## config.mk

```make
export PLATFORM = sky130hd
export DESIGN_NAME = vram_arb
export DESIGN_NICKNAME = d
export VERILOG_FILES = /design/src/rtl/vram_pkg.sv /design/src/rtl/vram_wait_cnt.sv /design/src/rtl/vram_arb.sv
export SDC_FILE = /design/constraint.sdc
export NUM_CORES = 1
export LEC_CHECK = 0
export BUFFER_PORTS_ARGS = -buffer_cell sky130_fd_sc_hd__buf_2
export CAP_MARGIN = 20
export CELL_PAD_IN_SITES_DETAIL_PLACEMENT = 0
export CELL_PAD_IN_SITES_GLOBAL_PLACEMENT = 1
export CORE_UTILIZATION = 40
export DETAILED_ROUTE_END_ITERATION = 16
export PLACE_DENSITY = 0.87
export SETUP_SLACK_MARGIN = 0.5
export SLEW_MARGIN = 40
export SYNTH_ARGS = -nofsm -noshare
export SYNTH_HDL_FRONTEND = slang
export SYNTH_HIERARCHICAL = 1
export SYNTH_SLANG_ARGS = --single-unit
```

## constraint.sdc

```tcl
create_clock -name clk -period 4.4 [get_ports clk]
set_clock_uncertainty 0.15 [all_clocks]
set_input_delay 0.44 -clock clk [delete_from_list [all_inputs] [get_ports clk]]
set_output_delay 0.44 -clock clk [all_outputs]
set_load 0.01 [all_outputs]
```

## src/rtl/vram_pkg.sv

```systemverilog
// Shared types and limits for the VRAM arbiter: FSM state encoding and wait-state maximum.
package vram_pkg;
   localparam int WAIT_MAX = 7;

   typedef enum logic [2:0] {
      IDLE  = 3'd0,
      VACC  = 3'd1,
      CACC  = 3'd2,
      VDONE = 3'd3,
      CDONE = 3'd4
   } arb_state_t;
endpackage

```

## src/rtl/vram_wait_cnt.sv

```systemverilog
// Access-length down-counter: loads WAIT while idle, counts down during an access,
// and flags the last access cycle when it reaches zero.
module vram_wait_cnt
   import vram_pkg::*;
#(
   parameter int WAIT = 1
) (
   input  logic clk,
   input  logic rst,
   input  logic load,
   input  logic run,
   output logic last
);
   localparam logic [2:0] WAIT_L = 3'((WAIT > WAIT_MAX) ? WAIT_MAX : WAIT);

   logic [2:0] cnt;

   always_ff @(posedge clk or negedge rst) begin
      if (!rst)
         cnt <= '0;
      else if (load)
         cnt <= WAIT_L;
      else if (run && cnt != 3'd0)
         cnt <= cnt - 3'd1;
   end

   assign last = run && (cnt == 3'd0);
endmodule

```

## src/rtl/vram_arb.sv

```systemverilog
// Two-port arbiter (video read port, CPU read/write port) onto one single-port memory.
// Build option VRAM_ARB_RR_EN: round-robin on ties instead of fixed video priority.
//
// state | meaning
// IDLE  | pick an eligible requester, latch its address/command
// VACC  | video access, mem_ce held for WAIT+1 cycles
// CACC  | CPU access, mem_ce held for WAIT+1 cycles
// VDONE | vram_complete pulse, VDI already updated
// CDONE | cpu_ready pulse, cpu_do already updated on reads
module vram_arb
   import vram_pkg::*;
#(
   parameter int WAIT = 1,
   parameter int AW   = 16
) (
   input  logic          clk,
   input  logic          rst,
   input  logic          vram_cs,
   input  logic [15:0]   VAD,
   output logic [7:0]    VDI,
   output logic          vram_complete,
   input  logic          cpu_cs,
   input  logic          cpu_rw,
   input  logic [15:0]   cpu_addr,
   input  logic [7:0]    cpu_di,
   output logic [7:0]    cpu_do,
   output logic          cpu_ready,
   output logic [AW-1:0] mem_addr,
   output logic [7:0]    mem_wdata,
   input  logic [7:0]    mem_rdata,
   output logic          mem_ce,
   output logic          mem_we
);
   arb_state_t state, state_nxt;

   logic [15:0] addr_q;
   logic [7:0]  wdata_q;
   logic        wr_q;
   logic        guard_v, guard_c;
   logic        elig_v, elig_c, pick_v;
   logic        acc_last;

   // A requester that was just served stays blocked until it has been seen low.
   assign elig_v = vram_cs && !guard_v;
   assign elig_c = cpu_cs && !guard_c;

`ifdef VRAM_ARB_RR_EN
   logic last_c;

   always_ff @(posedge clk or negedge rst) begin
      if (!rst)
         last_c <= 1'b1;
      else if (state == VDONE)
         last_c <= 1'b0;
      else if (state == CDONE)
         last_c <= 1'b1;
   end

   assign pick_v = elig_v && (!elig_c || last_c);
`else
   assign pick_v = elig_v;
`endif

   vram_wait_cnt #(.WAIT(WAIT)) u_wait_cnt (
      .clk  (clk),
      .rst  (rst),
      .load (state == IDLE),
      .run  (mem_ce),
      .last (acc_last)
   );

   always_ff @(posedge clk or negedge rst) begin
      if (!rst)
         state <= IDLE;
      else
         state <= state_nxt;
   end

   always_comb begin
      state_nxt = state;
      case (state)
         IDLE: begin
            if (pick_v)
               state_nxt = VACC;
            else if (elig_c)
               state_nxt = CACC;
         end
         VACC:    if (acc_last) state_nxt = VDONE;
         CACC:    if (acc_last) state_nxt = CDONE;
         VDONE:   state_nxt = IDLE;
         CDONE:   state_nxt = IDLE;
         default: state_nxt = IDLE;
      endcase
   end

   always_comb begin
      mem_ce        = 1'b0;
      mem_we        = 1'b0;
      vram_complete = 1'b0;
      cpu_ready     = 1'b0;
      case (state)
         VACC:    mem_ce = 1'b1;
         CACC: begin
            mem_ce = 1'b1;
            mem_we = wr_q;
         end
         VDONE:   vram_complete = 1'b1;
         CDONE:   cpu_ready = 1'b1;
         default: ;
      endcase
   end

   always_ff @(posedge clk or negedge rst) begin
      if (!rst) begin
         addr_q  <= '0;
         wdata_q <= '0;
         wr_q    <= 1'b0;
         VDI     <= 8'h00;
         cpu_do  <= 8'h00;
         guard_v <= 1'b0;
         guard_c <= 1'b0;
      end else begin
         if (state == IDLE) begin
            if (pick_v) begin
               addr_q <= VAD;
               wr_q   <= 1'b0;
            end else if (elig_c) begin
               addr_q  <= cpu_addr;
               wr_q    <= !cpu_rw;
               wdata_q <= cpu_di;
            end
         end
         if (acc_last && state == VACC)
            VDI <= mem_rdata;
         if (acc_last && state == CACC && !wr_q)
            cpu_do <= mem_rdata;
         if (state == VDONE)
            guard_v <= vram_cs;
         else if (!vram_cs)
            guard_v <= 1'b0;
         if (state == CDONE)
            guard_c <= cpu_cs;
         else if (!cpu_cs)
            guard_c <= 1'b0;
      end
   end

   assign mem_addr  = addr_q[AW-1:0];
   assign mem_wdata = wdata_q;
endmodule

```

==> results.txt, run 1 <==
----------------------------------------------------
[Clock network]
  Number of buffers inserted during clock tree synthesis ... 5
  Worst skew pair latency ... 0.29 ns
  TritonCTS clock tree ... built
  # resized after CTS ... 0
  Maximum buffer depth of the clock tree ... 2
  Clock Tree Root ... sky130_fd_sc_hd__clkbuf_8
  # clock sinks ... 49
  Number of hold buffers added after CTS ... 0
  Buffers inserted by post-CTS timing repair ... 0
  Maximum level of the CTS H-tree ... 2
  Clock slew at the register clock pins of the worst setup and hold paths ... 0.09 ns

[Place]
  Placed insts ... 313
  GP Congestion ... 0.6916
  DPL Wire Length ... 3328 um
  IO Port Bufs ... 96

[Cells and area]
  P&R area growth vs syn ... 28.93%
  Filler cells ... 470
  Total inserted antenna cells ... 0
  Final Instance Count excl. Fillers ... 320
  Net total in the final layout ... 305
  Share of post-route cells with drive strength above 1 ... 69.20%

[Timing]
  Final sum of negative setup slack ... 0 ns
  RSZ-0062 raised after global routing ... false
  Slew @ Worst Pin ... 0.6529 ns
  Fin crit share ... 57.47%
  Clock period minus final worst setup slack ... 2.529 ns
  Tightest hold margin ... 0.08822 ns
  Peak Freq ... 395.4 MHz
  Max-slew violation total from the final report ... 0
  Max-slew headroom at the worst pin ... 56.28%
  Count of endpoints failing hold in the final timing report ... 0
  Total setup violations reported at the end of the flow ... 0

[Global route]
  Vias in the first global route ... 1613
  Global-route wire length before repair ... 7652 um
  Congestion Overflow GR ... 0
  Initial antenna violation count ... 0
  Pin count of the biggest net entering global routing ... 50
  Combined global-route utilization of all metal layers ... 16.47%

[Logic synthesis]
  Post-synthesis sequential area ratio ... 54.84%
  Largest area contributor in the synthesized netlist ... sky130_fd_sc_hd__dfrtp_1
  Mapped Cells ... 150
  Top cells by area in the synthesized netlist ... sky130_fd_sc_hd__dfrtp_1 55%, sky130_fd_sc_hd__mux2_2 29%, sky130_fd_sc_hd__a21boi_4 1.7%
  Number of synthesized register bits ... 49
  Unique masters post-synth ... 27
  Post-synth net total ... 205
  Post-Synthesis Mean Instance Area ... 14.91 um2
  Post-synthesis instance area ... 2236 um2
  Yosys warns ... 6
  Yosys top cell area share ... 54.84%

[Setup path]
  Reg2reg setup slack ... 1.87 ns
  Maximum fanout count along the critical path ... 8
  Capture instance of the worst register-to-register path ... VDI[3]
  Crit path required time ... 4.44 ns
  Type of element capturing the critical path ... register
  Start of the worst register-to-register path ... state[0]
  List of cells traversed by the critical path ... nand2b_4 -> a21oi_1 -> and3_2 -> nor3b_2 -> mux2_2
  CP max-delay cell ... sky130_fd_sc_hd__nor3b_2
  WS Path Type ... register to register
  Number of cells traversed by the worst register-to-register path ... 5
  Critical Path Max Stage Delay ... 0.56 ns
  Arrival time reported for the critical path endpoint ... 2.57 ns
  Type of origin of the critical path ... register

[Floorplan]
  I/O pin total ... 97
  Core region area ... 5238 um2
  Effective utilization at floorplan ... 42.69%
  Vertical extent of the die ... 76.77 um
  Number of placement rows ... 26
  Die Area ... 5893 um2
  Die Wd ... 76.77 um

[Route]
  WL final ... 4489 um
  Number of iterations in the first detailed-routing pass ... 4
  Routed wire length per instance ... 14.03 um
  Post-route DRC ... 0
  Number of nets still failing antenna checks after routing ... 0
  Routed via count divided by cell count ... 4.744
  Vias after detailed routing ... 1518
  Starting DRT DRC Count ... 18

[Run status]
  Status ... finished clean

[Min path]
  Type of the most critical hold path ... input pin to asynchronous set/reset pin

[Power and ir drop]
  Static leakage ... 0.001412 uW
  Worst vdd ir ... 0.2880 mV
  Total power per unit cell area ... 673.6 nW/um2
  Tot Pwr ... 1942 uW

[Job]
  Number of max-capacitance violations reported ... 0

----------------------------------------------------
-- flip-flops by register name (all words and copies together) (netlist names), 3 cells and up --
register / flops
VDI: 8
cpu_do: 8
mem_addr: 16
mem_wdata: 8
state: 3
u_wait_cnt/cnt: 3
-- stage by stage --
| step | utilization (%) | cell area [um2] | worst slack (ns) |
|---|---|---|---|
| final | 55.04 | 2883 | 1.871 |
| after global routing | 55.04 | 2883 | 1.663 |
| after CTS | 55.04 | 2883 | 1.824 |
| after detailed placement | 53.06 | 2779 | 1.831 |
| after global placement | 53.01 | 2776 | 1.874 |
| after floorplan | - | 2236 | 2.095 |
-- cell usage after synthesis --
cell type and instances:
sky130_fd_sc_hd__o21a_1 2, sky130_fd_sc_hd__a21boi_4 2, sky130_fd_sc_hd__nor4b_4 1, sky130_fd_sc_hd__a211oi_1 2, sky130_fd_sc_hd__dfrtp_1 49, sky130_fd_sc_hd__nand2b_4 2, sky130_fd_sc_hd__a21oi_1 1, sky130_fd_sc_hd__and3_2 1
sky130_fd_sc_hd__mux2i_1 2, sky130_fd_sc_hd__nor3b_1 3, sky130_fd_sc_hd__ha_1 2, sky130_fd_sc_hd__mux2_2 57, sky130_fd_sc_hd__nor2b_1 1, sky130_fd_sc_hd__nor3_4 1, sky130_fd_sc_hd__nand2b_1 2, sky130_fd_sc_hd__buf_2 1
sky130_fd_sc_hd__mux2_4 1, sky130_fd_sc_hd__nand2_1 1, sky130_fd_sc_hd__nor3_1 2, sky130_fd_sc_hd__inv_2 1, sky130_fd_sc_hd__buf_6 2, sky130_fd_sc_hd__buf_4 1, sky130_fd_sc_hd__nor2_1 6, sky130_fd_sc_hd__o22ai_1 1
sky130_fd_sc_hd__nand3_2 1, sky130_fd_sc_hd__nor3b_2 1, sky130_fd_sc_hd__inv_1 4
-- layout make-up --
| cell class | count | area, um2 | share of cell area, % |
|---|---|---|---|
| flip-flops and latches | 49 | 1226 | 42.53 |
| repair buffers | 97 | 488.0 | 16.93 |
| inverters | 5 | 18.77 | 0.6510 |
| multi-input cells | 92 | 958.4 | 33.25 |
| well taps | 70 | 87.58 | 3.038 |
| clock buffers | 5 | 68.82 | 2.387 |
| clock inverters | 2 | 35.03 | 1.215 |
-- placed cells by master, fill, tap and decap left out, drive strengths merged --
master,n
a211oi,2
ha,2
bufinv,1
buf,97
clkinv,1
nor3,3
nor3b,4
and3,1
o21a,2
inv,5
o22ai,1
a21boi,2
dfrtp,49
mux2,58
mux2i,2
clkbuf,5
nor2b,1
a21oi,1
nor4b,1
nand3,1
nand2,1
nand2b,4
nor2,6
-- metal layers --
layer / vias to the layer above / GRT usage [%] / routed length, um
li1: 732 / - / -
met1: 734 / 20.62 / 1927
met2: 48 / 27.59 / 2249
met3: 4 / 4.762 / 280
met4: 0 / 4.615 / 32
met5: - / 0 / 0
-- worst max-delay path by stage --
stage                        start  endpoint  slack (ns)  cells past startpoint
after floorplan           state[1]    VDI[0]        2.09                      5
after global placement    state[0]    VDI[4]        1.87                      5
after detailed placement  state[0]    VDI[3]        1.83                      5
after CTS                 state[0]    VDI[3]        1.82                      5
after global routing      state[0]    VDI[2]        1.66                      5
final                     state[0]    VDI[3]        1.87                      5
-- worst max-delay path, delay by kind of cell, from the launching register on --
family	cells	cell delay, ns
compound gates	1	0.31
flops	1	0.49
mux	1	0.41
simple gates	3	1.05
-- cell families (layout without fill, tap and decap cells) --
kind of cell | count (synthesis) | count (layout) | synth area share (%)
AOI/OAI and AO/OA | 8 | 8 | 3.525
adders and majority gates | 2 | 2 | 1.119
buffers and inverters | 9 | 109 | 2.406
DFF | 49 | 49 | 54.84
muxes | 60 | 60 | 30.27
and+or+nand+nor | 22 | 22 | 7.834
-- power by group --
part	leakage, uW	total (uW)	switching, uW	internal [uW]
sequential	0.000598	789	129	661
combinational	0.000760	848	386	462
clock	0.0000540	305	140	165
total	0.00141	1940	654	1290
Power figures use the tool's default switching activity.
==> run 2, diff against run 1 <==
Settings changed: CORE_UTILIZATION 40 to 33, PLACE_DENSITY 0.87 to 0.77.
Clock period 4.4 ns to 2.1 ns, I/O delays scaled along.
==> run 2 against run 1 <==
Net effect:
- the run now ends with design-rule violations left
- clock power rose by 130%
- first-iteration DRC count rose by 120%
- combinational power rose to 3.2 times the previous value
- sequential share of layout area fell by 8.3 points
- maximum frequency rose by 32%
- critical path depth rose by 1
- worst setup slack got worse by 1.7 ns
- critical path type unchanged
- critical endpoint is now cpu_do[3]
- largest power group unchanged
- highest routed layer unchanged
==> results.txt, run 2 (same netlist as run 1, synthesis figures left out) <==
----------------------------------------------------
[Route]
  Vias after detailed routing ... 1676
  WL final ... 5267 um
  Routed wire length per instance ... 14.08 um
  Post-route DRC ... 4
  Number of nets still failing antenna checks after routing ... 0
  Number of iterations in the first detailed-routing pass ... 10
  Starting DRT DRC Count ... 40
  Routed via count divided by cell count ... 4.481

[Setup path]
  CP max-delay cell ... sky130_fd_sc_hd__dfrtp_2
  Type of origin of the critical path ... register
  Maximum fanout count along the critical path ... 8
  Critical Path Max Stage Delay ... 0.43 ns
  Crit path required time ... 2.14 ns
  List of cells traversed by the critical path ... nand2b_4 -> a21oi_4 -> and3_4 -> nor4b_4 -> buf_6 -> mux2_4
  WS Path Type ... register to register
  Arrival time reported for the critical path endpoint ... 1.95 ns
  Type of element capturing the critical path ... register

[Clock network]
  TritonCTS clock tree ... built
  Number of buffers inserted during clock tree synthesis ... 5
  # clock sinks ... 49
  Worst skew pair latency ... 0.30 ns
  Clock slew at the register clock pins of the worst setup and hold paths ... 0.09 ns
  Maximum buffer depth of the clock tree ... 2
  Maximum level of the CTS H-tree ... 2
  Clock Tree Root ... sky130_fd_sc_hd__clkbuf_8

[Timing]
  Fin crit share ... 90.99%
  Total setup violations reported at the end of the flow ... 0
  RSZ-0062 raised after global routing ... true
  Max-slew headroom at the worst pin ... 58.43%
  Clock period minus final worst setup slack ... 1.911 ns
  Peak Freq ... 523.3 MHz
  Slew @ Worst Pin ... 0.6236 ns
  Final sum of negative setup slack ... 0 ns
  Max-slew violation total from the final report ... 0
  Count of endpoints failing hold in the final timing report ... 0

[Global route]
  Congestion Overflow GR ... 0
  Vias in the first global route ... 1848
  Global-route wire length before repair ... 8783 um
  Pin count of the biggest net entering global routing ... 29
  Initial antenna violation count ... 0
  Combined global-route utilization of all metal layers ... 15.73%

[Cells and area]
  Most frequent standard cell in the layout excluding fill and tap cells ... sky130_fd_sc_hd__buf_2
  P&R area growth vs syn ... 60.60%
  Total inserted antenna cells ... 0
  Max FFs per register ... 16
  Net total in the final layout ... 351
  Top library cells by usage in the layout, fill and taps aside ... 95 x sky130_fd_sc_hd__buf_2, 46 x sky130_fd_sc_hd__dfrtp_1, 33 x sky130_fd_sc_hd__mux2_4, 25 x sky130_fd_sc_hd__mux2_2, 18 x sky130_fd_sc_hd__buf_4
  Filler cells ... 546
  Share of post-route cells with drive strength above 1 ... 71.72%
  Utilization after layout ... 55.60%

[Power and ir drop]
  Worst vdd ir ... 0.6941 mV
  Total power per unit cell area ... 1413 nW/um2
  Static leakage ... 0.001763 uW

[Place]
  DPL Wire Length ... 3541 um
  IO Port Bufs ... 96
  GP Congestion ... 0.7214

[Run status]
  Violated checks ... design-rule violations
  Status ... finished with violations

[Min path]
  Type of the most critical hold path ... input pin to register

[Floorplan]
  Effective utilization at floorplan ... 34.62%
  I/O pin total ... 97
  Die Area ... 7109 um2
  Core region area ... 6459 um2
  Die Wd ... 84.32 um
  Number of placement rows ... 29
  Vertical extent of the die ... 84.32 um

[Job]
  Number of max-capacitance violations reported ... 0

----------------------------------------------------
-- run 2: per-stage QoR --
stage          setup WS, ns  instances  power, uW  hold slack (ns)  area [um2]
2_1_floorplan       0.01394        150       3075          -0.2356        2349
3_3_place_gp         0.1507        332       3770           0.1148        2994
3_5_place_dp        0.08830        332       3824           0.1149        2994
4_1_cts              0.2246        369       4953        0.0001259        3507
5_1_grt              0.1179        374       5374         0.004449        3591
6_report             0.1892        374       5073          0.01131        3591
-- run 2: path summary, 6_finish.rpt --
path,slack [ns],startpoint,to,cells after the start
setup / recovery,0.19,state[1],cpu_do[3],6
hold / removal,0.01,mem_rdata[6],cpu_do[6],2
setup reg to reg,0.19,state[1],cpu_do[3],6
hold reg to reg,0.34,guard_v,guard_v,1
max in group asynchronous,0.87,rst,cpu_do[4],3
min in group asynchronous,0.33,rst,wr_q,2
-- run 2: timing repair --
action	in CTS	in global routing
hold endpoints to repair	44	0
endpoints found under the setup margin	46	47
gates resized for setup	28	7
gates cloned	1	1
hold buffers	17	0
pin swaps	4	4
buffers inserted	11	4
-- run 2: final cells by class --
| type | instances | area (um2) | share of cell area (%) |
|---|---|---|---|
| Inverter | 5 | 18.77 | 0.5226 |
| Multi-Input combinational cell | 93 | 1170 | 32.58 |
| Clock buffer | 6 | 82.58 | 2.300 |
| Clock inverter | 2 | 37.54 | 1.045 |
| Tap cell | 77 | 96.34 | 2.683 |
| Timing Repair Buffer | 142 | 955.9 | 26.62 |
| Sequential cell | 49 | 1230 | 34.25 |
-- run 2: critical path: cells and delay by family, from the launching register on --
kind / cells / cell delay [ns]
AOI/OAI and AO/OA: 1 / 0.15
buffers and inverters: 1 / 0.20
DFF: 1 / 0.43
muxes: 1 / 0.31
and+or+nand+nor: 3 / 0.55
-- run 2: routing by layer --
| layer | global-route usage [%] | vias to the layer above | routed length (um) |
|---|---|---|---|
| met5 | 0 | - | 0 |
| met4 | 5.172 | 0 | 54 |
| met3 | 3.245 | 5 | 214 |
| met2 | 27.27 | 45 | 2605 |
| met1 | 19.63 | 803 | 2392 |
| li1 | - | 823 | - |
-- run 2: power breakdown --
group / internal [uW] / switching, uW / leakage (uW)
Sequential: 1390 / 254 / 0.000594
Combinational: 1650 / 1090 / 0.00111
Clock: 387 / 310 / 0.0000574
==> run 3, diff against run 2 <==
Settings changed: PLACE_DENSITY 0.77 to not set, PLACE_DENSITY_LB_ADDON set to 0.1.
==> run 3 against run 2 <==
Net effect:
- the run still ends with design-rule violations left
- sequential cell count unchanged
- register-to-register slack about the same
- die area unchanged
- combinational power increased by 2%
- first-iteration DRC count increased by 25%
- maximum frequency increased by 0.78%
- clock-buffer cell count decreased by 1
- critical path type unchanged
- largest power group unchanged
==> results.txt, run 3 (same netlist as run 1, synthesis figures left out) <==
----------------------------------------------------
[Route]
  Met1 Routed Length ... 2194 um
  Met2 Routed Length ... 2623 um
  Starting DRT DRC Count ... 50
  WL final ... 5205 um
  DR top layer ... met4
  Routed via count divided by cell count ... 4.584
  Total met3 wirelength after detailed routing ... 300 um
  Routed wire length per instance ... 13.52 um
  Number of iterations in the first detailed-routing pass ... 10
  Vias after detailed routing ... 1765
  Number of nets still failing antenna checks after routing ... 0
  Post-route DRC ... 14

[Clock network]
  Number of buffers inserted during clock tree synthesis ... 5
  Worst skew pair latency ... 0.31 ns
  TritonCTS clock tree ... built
  Clock Tree Root ... sky130_fd_sc_hd__clkbuf_8
  Maximum buffer depth of the clock tree ... 2
  Maximum level of the CTS H-tree ... 2
  Clock slew at the register clock pins of the worst setup and hold paths ... 0.10 ns
  # clock sinks ... 49

[Floorplan]
  Number of placement rows ... 29
  Core region area ... 6459 um2
  Vertical extent of the die ... 84.32 um
  Effective utilization at floorplan ... 34.62%
  I/O pin total ... 97
  Die Area ... 7109 um2
  Die Wd ... 84.32 um

[Timing]
  Fin crit share ... 90.28%
  Peak Freq ... 527.4 MHz
  Total setup violations reported at the end of the flow ... 0
  RSZ-0062 raised after global routing ... true
  Slew @ Worst Pin ... 0.5049 ns
  Max-slew headroom at the worst pin ... 66.34%
  Max-slew violation total from the final report ... 0
  Clock period minus final worst setup slack ... 1.896 ns
  Final sum of negative setup slack ... 0 ns
  Count of endpoints failing hold in the final timing report ... 0
  Smallest setup slack after layout ... 0.2040 ns

[Setup path]
  WS Path Type ... register to register
  CP top delay family ... simple AND/OR/NAND/NOR gates
  Crit path required time ... 2.15 ns
  Type of origin of the critical path ... register
  Type of element capturing the critical path ... register
  Maximum fanout count along the critical path ... 8
  CP max-delay cell ... sky130_fd_sc_hd__dfrtp_2
  Number of buffer and inverter stages on the critical path ... 1
  List of cells traversed by the critical path ... nand2b_4 -> a21oi_4 -> and3_4 -> nor4b_4 -> buf_6 -> mux2_2
  Arrival time reported for the critical path endpoint ... 1.95 ns
  Critical Path Max Stage Delay ... 0.42 ns

[Min path]
  Type of the most critical hold path ... input pin to register

[Global route]
  Vias in the first global route ... 1845
  Global-route wire length before repair ... 8756 um
  Pin count of the biggest net entering global routing ... 30
  Congestion Overflow GR ... 0
  Combined global-route utilization of all metal layers ... 15.61%
  Initial antenna violation count ... 0

[Cells and area]
  Net total in the final layout ... 362
  Max FFs per register ... 16
  Total inserted antenna cells ... 0
  Top library cells by usage in the layout, fill and taps aside ... 95 x sky130_fd_sc_hd__buf_2, 47 x sky130_fd_sc_hd__dfrtp_1, 29 x sky130_fd_sc_hd__mux2_2, 29 x sky130_fd_sc_hd__mux2_4, 21 x sky130_fd_sc_hd__buf_4
  Most frequent standard cell in the layout excluding fill and tap cells ... sky130_fd_sc_hd__buf_2
  Final Instance Count excl. Fillers ... 385
  P&R area growth vs syn ... 64.07%
  Area of all placed cells without fillers ... 3669 um2
  Share of post-route cells with drive strength above 1 ... 71.43%
  Filler cells ... 525
  Utilization after layout ... 56.80%

[Power and ir drop]
  Static leakage ... 0.001800 uW
  Total power per unit cell area ... 1357 nW/um2
  Worst vdd ir ... 0.5283 mV

[Place]
  IO Port Bufs ... 96
  DPL Wire Length ... 3509 um
  Dpl cell area ... 3012 um2
  Placed insts ... 331
  GP Congestion ... 0.7136
  Minimum setup slack after placement ... 0.08558 ns

[Job]
  Number of max-capacitance violations reported ... 0

[Run status]
  Status ... finished with violations
  Violated checks ... design-rule violations

----------------------------------------------------
==> run 3: cell count changes in the layout (fill, tap and decap cells not counted), sizes merged <==
cell	change
buf	+8
clkbuf	-1
bufinv	-1
clkinv	+1
dlygate4sd3	+3
inv	+1
==> run 3: worst min-delay path, stage by stage <==
cell                     delay (ns)
sky130_fd_sc_hd__buf_2         0.07
sky130_fd_sc_hd__mux2_2        0.13
sky130_fd_sc_hd__mux2_4        0.13
==> run 3: worst paths after layout <==
path / depth (start not counted) / slack (ns) / end / from
max: 6 / 0.20 / cpu_do[5] / state[0]
min: 3 / 0.11 / mem_addr[14] / cpu_addr[14]
max reg2reg: 6 / 0.20 / cpu_do[5] / state[0]
min reg2reg: 1 / 0.34 / guard_v / guard_v
max in group asynchronous: 3 / 1.02 / mem_wdata[1] / rst
min in group asynchronous: 2 / 0.25 / u_wait_cnt/cnt[2] / rst
==> run 3: repair_timing <==
item / CTS / global route
pin swaps: 4 / 4
buffers inserted: 16 / 8
setup endpoints to repair: 45 / 48
gates resized for setup: 21 / 9
hold buffers: 20 / 0
cloned: 1 / 1
endpoints found under the hold margin: 44 / 0
==> run 3: layout make-up <==
| class | count | area, um2 | share of cell area (%) |
|---|---|---|---|
| flip-flops and latches | 49 | 1229 | 33.49 |
| multi-input cells | 93 | 1152 | 31.41 |
| clock buffers | 5 | 68.82 | 1.876 |
| well taps | 77 | 96.34 | 2.626 |
| clock inverters | 3 | 21.27 | 0.5798 |
| inverters | 5 | 18.77 | 0.5116 |
| repair buffers | 153 | 1082 | 29.50 |
==> run 3: where the power goes <==
group / internal [uW] / switching (uW)
logic: 1700 / 1080
registers: 1390 / 229
clock network: 237 / 342
==> run 3: through the flow <==
step	hold WS, ns	total power, uW
final	0.1053	4979
after global routing	0.09781	5301
after CTS	0.1008	4842
after detailed placement	0.06577	3840
after global placement	0.05880	3811
after floorplan	-0.2356	3075
==> run 3: metal layers <==
layer	up-vias	GRT usage, %
met1	855	18.96
li1	845	-
met5	-	0
met3	9	4.031
met4	0	4.702
met2	56	27.27
